## config.mk

```make
export PLATFORM = sky130hd
export DESIGN_NAME = read_32bit_pattern_source
export DESIGN_NICKNAME = d
export VERILOG_FILES = /design/src/rtl/read_32bit_pattern_source.sv
export SDC_FILE = /design/constraint.sdc
export NUM_CORES = 1
export LEC_CHECK = 0
export ABC_AREA = 1
export BUFFER_PORTS_ARGS = -buffer_cell sky130_fd_sc_hd__buf_2
export CAP_MARGIN = 20
export CORE_UTILIZATION = 48
export CTS_CLUSTER_DIAMETER = 30
export DETAILED_ROUTE_END_ITERATION = 6
export PLACE_DENSITY_LB_ADDON = 0.08
export REMOVE_ABC_BUFFERS = 1
export SETUP_SLACK_MARGIN = 0.4
export SLEW_MARGIN = 0
export SYNTH_ARGS = -nofsm -noshare
export SYNTH_HDL_FRONTEND = slang
export SYNTH_SLANG_ARGS = --single-unit
```

## constraint.sdc

```tcl
create_clock -name okClk -period 8.21 [get_ports okClk]
set_input_delay 1.642 -clock okClk [delete_from_list [all_inputs] [get_ports okClk]]
set_output_delay 1.642 -clock okClk [all_outputs]
set_load 0.05 [all_outputs]
```

## src/rtl/read_32bit_pattern_source.sv

```systemverilog
// ---------------------------------------------------------------------------
// read_32bit_pattern_source
//
// Generates a selectable 32-bit test pattern into a first-word-fall-through
// prefetch buffer that a pipe-out reader drains one word per strobe. It also
// keeps a run timer and read/underflow statistics.
//
// Ports
//   okClk           in   1   sole clock, rising edge
//   reset           in   1   asynchronous active-high reset
//   reset_pattern   in   1   pulse: reload generator from mode/seed, flush buffer
//   start_timer     in   1   pulse: enable generation, start timer
//   stop_timer      in   1   pulse: disable generation, stop timer (wins over start)
//   pattern_mode    in   2   00 counter, 01 walking-one, 10 LFSR32, 11 alternating
//   pattern_seed    in  32   first word emitted after a generator reload
//   pipe_out_read   in   1   read strobe, one word consumed per asserted cycle
//   pipe_out_data   out 32   head word of the buffer, zero when empty
//   clk_counts      out 64   cycles spent running (wraps)
//   words_read      out 32   successful reads (saturating)
//   underflow_count out 32   reads issued while empty (saturating)
//   fill_level      out  9   buffer occupancy, 0..DEPTH
//   running         out  1   generator enabled
// ---------------------------------------------------------------------------
module read_32bit_pattern_source #(
  parameter int DEPTH = 16
) (
  input  logic        okClk,
  input  logic        reset,
  input  logic        reset_pattern,
  input  logic        start_timer,
  input  logic        stop_timer,
  input  logic [1:0]  pattern_mode,
  input  logic [31:0] pattern_seed,
  input  logic        pipe_out_read,
  output logic [31:0] pipe_out_data,
  output logic [63:0] clk_counts,
  output logic [31:0] words_read,
  output logic [31:0] underflow_count,
  output logic [8:0]  fill_level,
  output logic        running
);

  localparam int          AW        = $clog2(DEPTH);
  localparam logic [8:0]  DEPTH_LVL = 9'(DEPTH);
  localparam logic [31:0] LFSR_MASK = 32'h8020_0003;

  typedef enum logic {IDLE, RUN} state_t;

  // First word of a sequence; zero seeds would lock up walking-one and LFSR.
  function automatic logic [31:0] seed_word(input logic [1:0] mode,
                                            input logic [31:0] seed);
    logic [31:0] w;
    case (mode)
      2'b00:   w = seed;
      2'b01:   w = (seed == 32'h0) ? 32'h0000_0001 : seed;
      2'b10:   w = (seed == 32'h0) ? 32'hFFFF_FFFF : seed;
      default: w = 32'hAAAA_AAAA;
    endcase
    return w;
  endfunction

  function automatic logic [31:0] next_word(input logic [1:0] mode,
                                            input logic [31:0] w);
    logic [31:0] n;
    case (mode)
      2'b00:   n = w + 32'd1;
      2'b01:   n = {w[30:0], w[31]};
      // Galois right shift: feedback is the bit shifted out of position 0.
      2'b10:   n = (w >> 1) ^ (w[0] ? LFSR_MASK : 32'h0);
      default: n = ~w;
    endcase
    return n;
  endfunction

  // ---------------------------------------------------------------- control
  state_t state, state_next;
  logic   count_en;

  always_ff @(posedge okClk or posedge reset) begin
    // NOTE: sequential state uses non-blocking assignments so every register
    // samples pre-edge values, independent of block ordering.
    if (reset) state <= IDLE;
    else       state <= state_next;
  end

  always_comb begin
    // NOTE: defaults first so no path leaves an output unassigned (no latch).
    state_next = state;
    case (state)
      IDLE: if (start_timer && !stop_timer) state_next = RUN;
      RUN:  if (stop_timer)                 state_next = IDLE;
      default:                              state_next = IDLE;
    endcase
    // Timer covers the start cycle but not the stop cycle.
    count_en = (state_next == RUN);
  end

  assign running = (state == RUN);

  // -------------------------------------------------------------- generator
  // seed_pending stays high through reset so mode/seed are taken from the
  // inputs on the first edge after release; the word is visible combinationally
  // meanwhile, so a push on that edge already carries the seed.
  logic        seed_pending;
  logic [1:0]  gen_mode, cur_mode;
  logic [31:0] gen_word, cur_word;
  logic        push, pop;

  assign cur_mode = seed_pending ? pattern_mode : gen_mode;
  assign cur_word = seed_pending ? seed_word(pattern_mode, pattern_seed) : gen_word;
  assign push     = running && (fill_level < DEPTH_LVL) && !reset_pattern;
  assign pop      = pipe_out_read && (fill_level != 9'd0);

  always_ff @(posedge okClk or posedge reset) begin
    if (reset) begin
      seed_pending <= 1'b1;
      gen_mode     <= 2'b00;
      gen_word     <= 32'h0;
    end else begin
      seed_pending <= 1'b0;
      if (reset_pattern) begin
        gen_mode <= pattern_mode;
        gen_word <= seed_word(pattern_mode, pattern_seed);
      end else begin
        gen_mode <= cur_mode;
        gen_word <= push ? next_word(cur_mode, cur_word) : cur_word;
      end
    end
  end

  // ----------------------------------------------------------------- buffer
  logic [31:0]   mem [DEPTH];
  logic [AW-1:0] wr_ptr, rd_ptr;

  // NOTE: storage is not reset; fill_level gates every observable read.
  always_ff @(posedge okClk) begin
    if (push) mem[wr_ptr] <= cur_word;
  end

  always_ff @(posedge okClk or posedge reset) begin
    if (reset) begin
      wr_ptr     <= '0;
      rd_ptr     <= '0;
      fill_level <= 9'd0;
    end else if (reset_pattern) begin
      wr_ptr     <= '0;
      rd_ptr     <= '0;
      fill_level <= 9'd0;
    end else begin
      if (push) wr_ptr <= wr_ptr + 1'b1;
      if (pop)  rd_ptr <= rd_ptr + 1'b1;
      case ({push, pop})
        2'b10:   fill_level <= fill_level + 9'd1;
        2'b01:   fill_level <= fill_level - 9'd1;
        default: fill_level <= fill_level;
      endcase
    end
  end

  assign pipe_out_data = (fill_level != 9'd0) ? mem[rd_ptr] : 32'h0;

  // --------------------------------------------------------------- counters
  always_ff @(posedge okClk or posedge reset) begin
    if (reset) begin
      clk_counts      <= 64'd0;
      words_read      <= 32'd0;
      underflow_count <= 32'd0;
    end else begin
      if (count_en) clk_counts <= clk_counts + 64'd1;
      if (pop && (words_read != 32'hFFFF_FFFF))
        words_read <= words_read + 32'd1;
      if (pipe_out_read && (fill_level == 9'd0) && (underflow_count != 32'hFFFF_FFFF))
        underflow_count <= underflow_count + 32'd1;
    end
  end

endmodule
```

==> metrics.md <==
| Metric | Value |
|---|---|
| Status | `completed` |
| Worst EP required | `around 6.6 ns` |
| WL/cell | `22.5 µm` |
| Met3 routed WL | `6.88 mm` |
| Max Cap Violations | `0` |
| Cells on Worst Hold Path | `1` |
| HPWL Detailed | `52.5 mm` |
| Final setup TNS | `0 ns` |
| Vias in the first global route | `23.1k` |
| Post-Route WL | `91.7 mm` |
| Crit path kind | `reg2out` |
| Hold_buf cts | `0` |
| Most numerous cell in the Yosys netlist | `edfxtp_1` |
| Critical Path AT | `between 4 and 5 ns` |
| Synth Area in Adders | `0.692%` |
| Synth cell types | `53` |
| Metal1 wirelength | `39.0 mm` |
| Uppermost layer routed | `met5` |
| Number of flops mapped to enable cells by yosys | `between 500 and 600` |
| Clk sinks | `693` |
| Lkg Pwr | `15.2 nW` |
| Mux share of post-synthesis cell area | `4.03%` |
| Dpl cells | `between 3k and 4k` |
| #FFs+latches synth | `693` |
| Final setup fails | `0` |
| Synth top area share | `48.3%` |
| Clock network fraction of design power | `about half` |
| Slowest cell on the critical path | `buf_4` |
| Logic pwr share | `17.7%` |
| Simple-Gate Fraction of Synth Area | `between 15 and 20%` |
| Chip Width | `approximately 260 µm` |
| Via density | `5.74` |
| Clock Skew | `0.0184 ns` |
| Power density cells | `310 nW/µm²` |
| Largest family of logic cells by synthesized area | `simple AND/OR/NAND/NOR gates` |
| CP peak stage delay | `0.77 ns` |
| Root Driver | `clkbuf_16` |
| Syn_area_per_cell | `11.2 µm²` |
| Worst Hold Class | `reg2reg` |
| Largest cells by area after synthesis | `edfxtp_1 48%, dfrtp_1 14%, nand2_1 4.7%` |
| Worst hold start | `clk_counts[62]` |
| Xor/xnor share of the synthesized area | `3.41%` |
| Peak VDD IR | `302 µV` |
| Placed Area | `33900 µm²` |
| CP startpoint | `rd_ptr[0]` |
| Critical-path maximum fanout | `73` |
| DR vias | `23.4k` |
| DR pass1 iterations | `6` |
| Slew Viols, Final | `0` |
| P_int | `8.40 mW` |
| Area grow syn2layout | `21.7%` |
| Final ANT Viol Nets | `0` |
| CP cell instances | `inv_6 > buf_4 > nor2_1 > o221ai_1 > nand3_1 > a21oi_1 > buf_2` |
| Post-cts gate resize count | `0` |
| Ports | `between 200 and 250` |
| Final min period | `5.73 ns` |
| R2R cell count | `13` |
| DR DRC count | `0` |
| CTS tree | `done` |
| Commonest cells in the netlist | `512 x edfxtp_1, 402 x nand2_1, 277 x nor2_1` |
| RSZ-0062 raised after global routing | `false` |
| CTS Buf Count | `140` |
| Switching pwr | `3.61 mW` |
| Post-route insts no fill | `4083` |
| Critical path launch point type | `flip-flop` |
| Synth warn | `0` |
| CTS max path bufs | `3` |
| Initial drt markers | `2100` |
| Clock insertion delay at the later pin of the skew report | `0.71 ns` |
| Initial antenna violation count | `9` |
| Reg power frac | `about a third` |
| GRT Total Usage | `between 20 and 30%` |
| Worst flop-to-flop path startpoint | `seed_pending` |
| Largest net degree at the start of global routing | `164` |
| Post-CTS Setup Repair Bufs | `0` |
| Die height | `259 µm` |
| Initial core utilization | `approximately half` |
| Yosys top cell by area | `edfxtp_1` |
| Gr ovfl total | `0` |
| Synth Flop Type | `edfxtp_1` |
| Sw Share | `30.1%` |
| Die area | `67300 µm²` |
| Worst-margin pin slew | `1.22 ns` |
| Synth Instances | `2844` |
| Nets | `3159` |
| Design area | `approximately 39000 µm²` |
| Layout cell share with drive strength beyond 1 | `just under 20%` |
| Htree depth | `4` |
| Relative slew slack | `18.5%` |
| Final hold violation count | `0` |
| Clk pin slew, worst setup/hold paths | `0.04 ns` |
| Crit. End Element | `primary output` |
| Port buffer count | `209` |
| WL met2 | `42.8 mm` |
| Synth Area in Compound Gates | `8.92%` |
| FP Rows | `between 90 and 100` |
| Ys async rst share | `26.1%` |
| Sequential fraction of the synthesis area | `roughly 63%` |
| Synth Cell Area | `31800 µm²` |
| Max Clk Rate | `174 MHz` |
| Core Region | `between 60000 and 70000 µm²` |
| Fin crit share | `69.8%` |
| First-pass GRT wire length | `139 mm` |
| Placer Congestion | `0.951` |
registers in the layout, summed over array words and instances, names as in the netlist:
register,cells
running,1
words_read,32
seed_pending,1
mem,512
gen_mode,2
clk_counts,64
fill_level,9
rd_ptr,4
underflow_count,32
wr_ptr,4
gen_word,32
kinds of logic (layout without fill, tap and decap cells):
family	Yosys count	in the layout
AO/OA/AOI/OAI	435	435
other	1	3
adder cells (fa/ha/maj)	17	17
flip-flops	693	693
XOR/XNOR	124	124
multiplexers	128	128
buffers and inverters	356	729
AND/OR/NAND/NOR	1090	1090
worst paths after layout:
kind	slack [ns]	to
worst max-delay path	2.48	pipe_out_data[8]
worst min register to register	0.49	clk_counts[62]
worst min-delay path	0.49	clk_counts[62]
max in group asynchronous	5.65	clk_counts[52]
min in group asynchronous	1.12	clk_counts[1]
worst max register to register	3.99	gen_word[8]
cell type report:
cell class / count / area [µm²]
clock buffers: 162 / 3680
fillers: 5453 / 26900
inverters: 223 / 850
repair buffers: 249 / 1370
clock inverters: 95 / 1190
multi-input cells: 1795 / 10600
well taps: 864 / 1080
diodes: 2 / 5.00
flip-flops and latches: 693 / 19900
cell usage in the layout (no fill, tap or decap), drive strengths merged, types with 5 or more instances in the layout:
master and count:
nor2 305, nand3b 13, inv 237, ha 16
xnor2 36, dfrtp 180, bufinv 21, a32oi 10
clkbuf 162, o211ai 8, nor3 49, nand3 202
clkinv 45, a21oi 65, nand2 461, buf 249
clkinvlp 15, nand4 32, a221oi 13, o221ai 135
o21ai 188, nor4 20, xor2 88, or2 5
edfxtp 512, mux2i 128, o22ai 8
metrics by stage:
stage | total power [mW] | setup WS (ns) | utilization (%) | hold slack [ns]
final | 12.0 | 2.48 | 59.0 | 0.486
after global routing | 12.4 | 2.31 | 59.0 | 0.509
after CTS | 12.1 | 2.51 | 59.0 | 0.490
after detailed placement | 6.28 | 3.18 | 51.6 | 0.480
after global placement | 6.25 | 3.25 | 51.6 | 0.481
after floorplan | 5.73 | -4.54 | - | 0.515
power by group through the flow:
stage / logic, mW / clock network [mW] / registers [mW]
detailed placement: 2.11 / 0 / 4.17
global placement: 2.08 / 0 / 4.17
finish: 2.12 / 5.77 / 4.11
floorplan: 1.28 / 0 / 4.45
CTS: 2.12 / 5.86 / 4.11
global route: 2.28 / 6.03 / 4.13
per-layer routing:
metal  vias to the layer above  global-route usage [%]
met3                       196                    6.38
met4                        14                    11.2
met5                         -                       0
met2                       937                    43.0
met1                     11600                    36.9
li1                      10700                       -
worst max-delay path, delay by kind of cell, from the launching register on:
kind / cells / cell delay [ns]
AND/OR/NAND/NOR: 2 / 0.20
buffers and inverters: 3 / 1.72
AO/OA/AOI/OAI: 2 / 0.52
flip-flops: 1 / 0.74
Power figures use the tool's default switching activity.
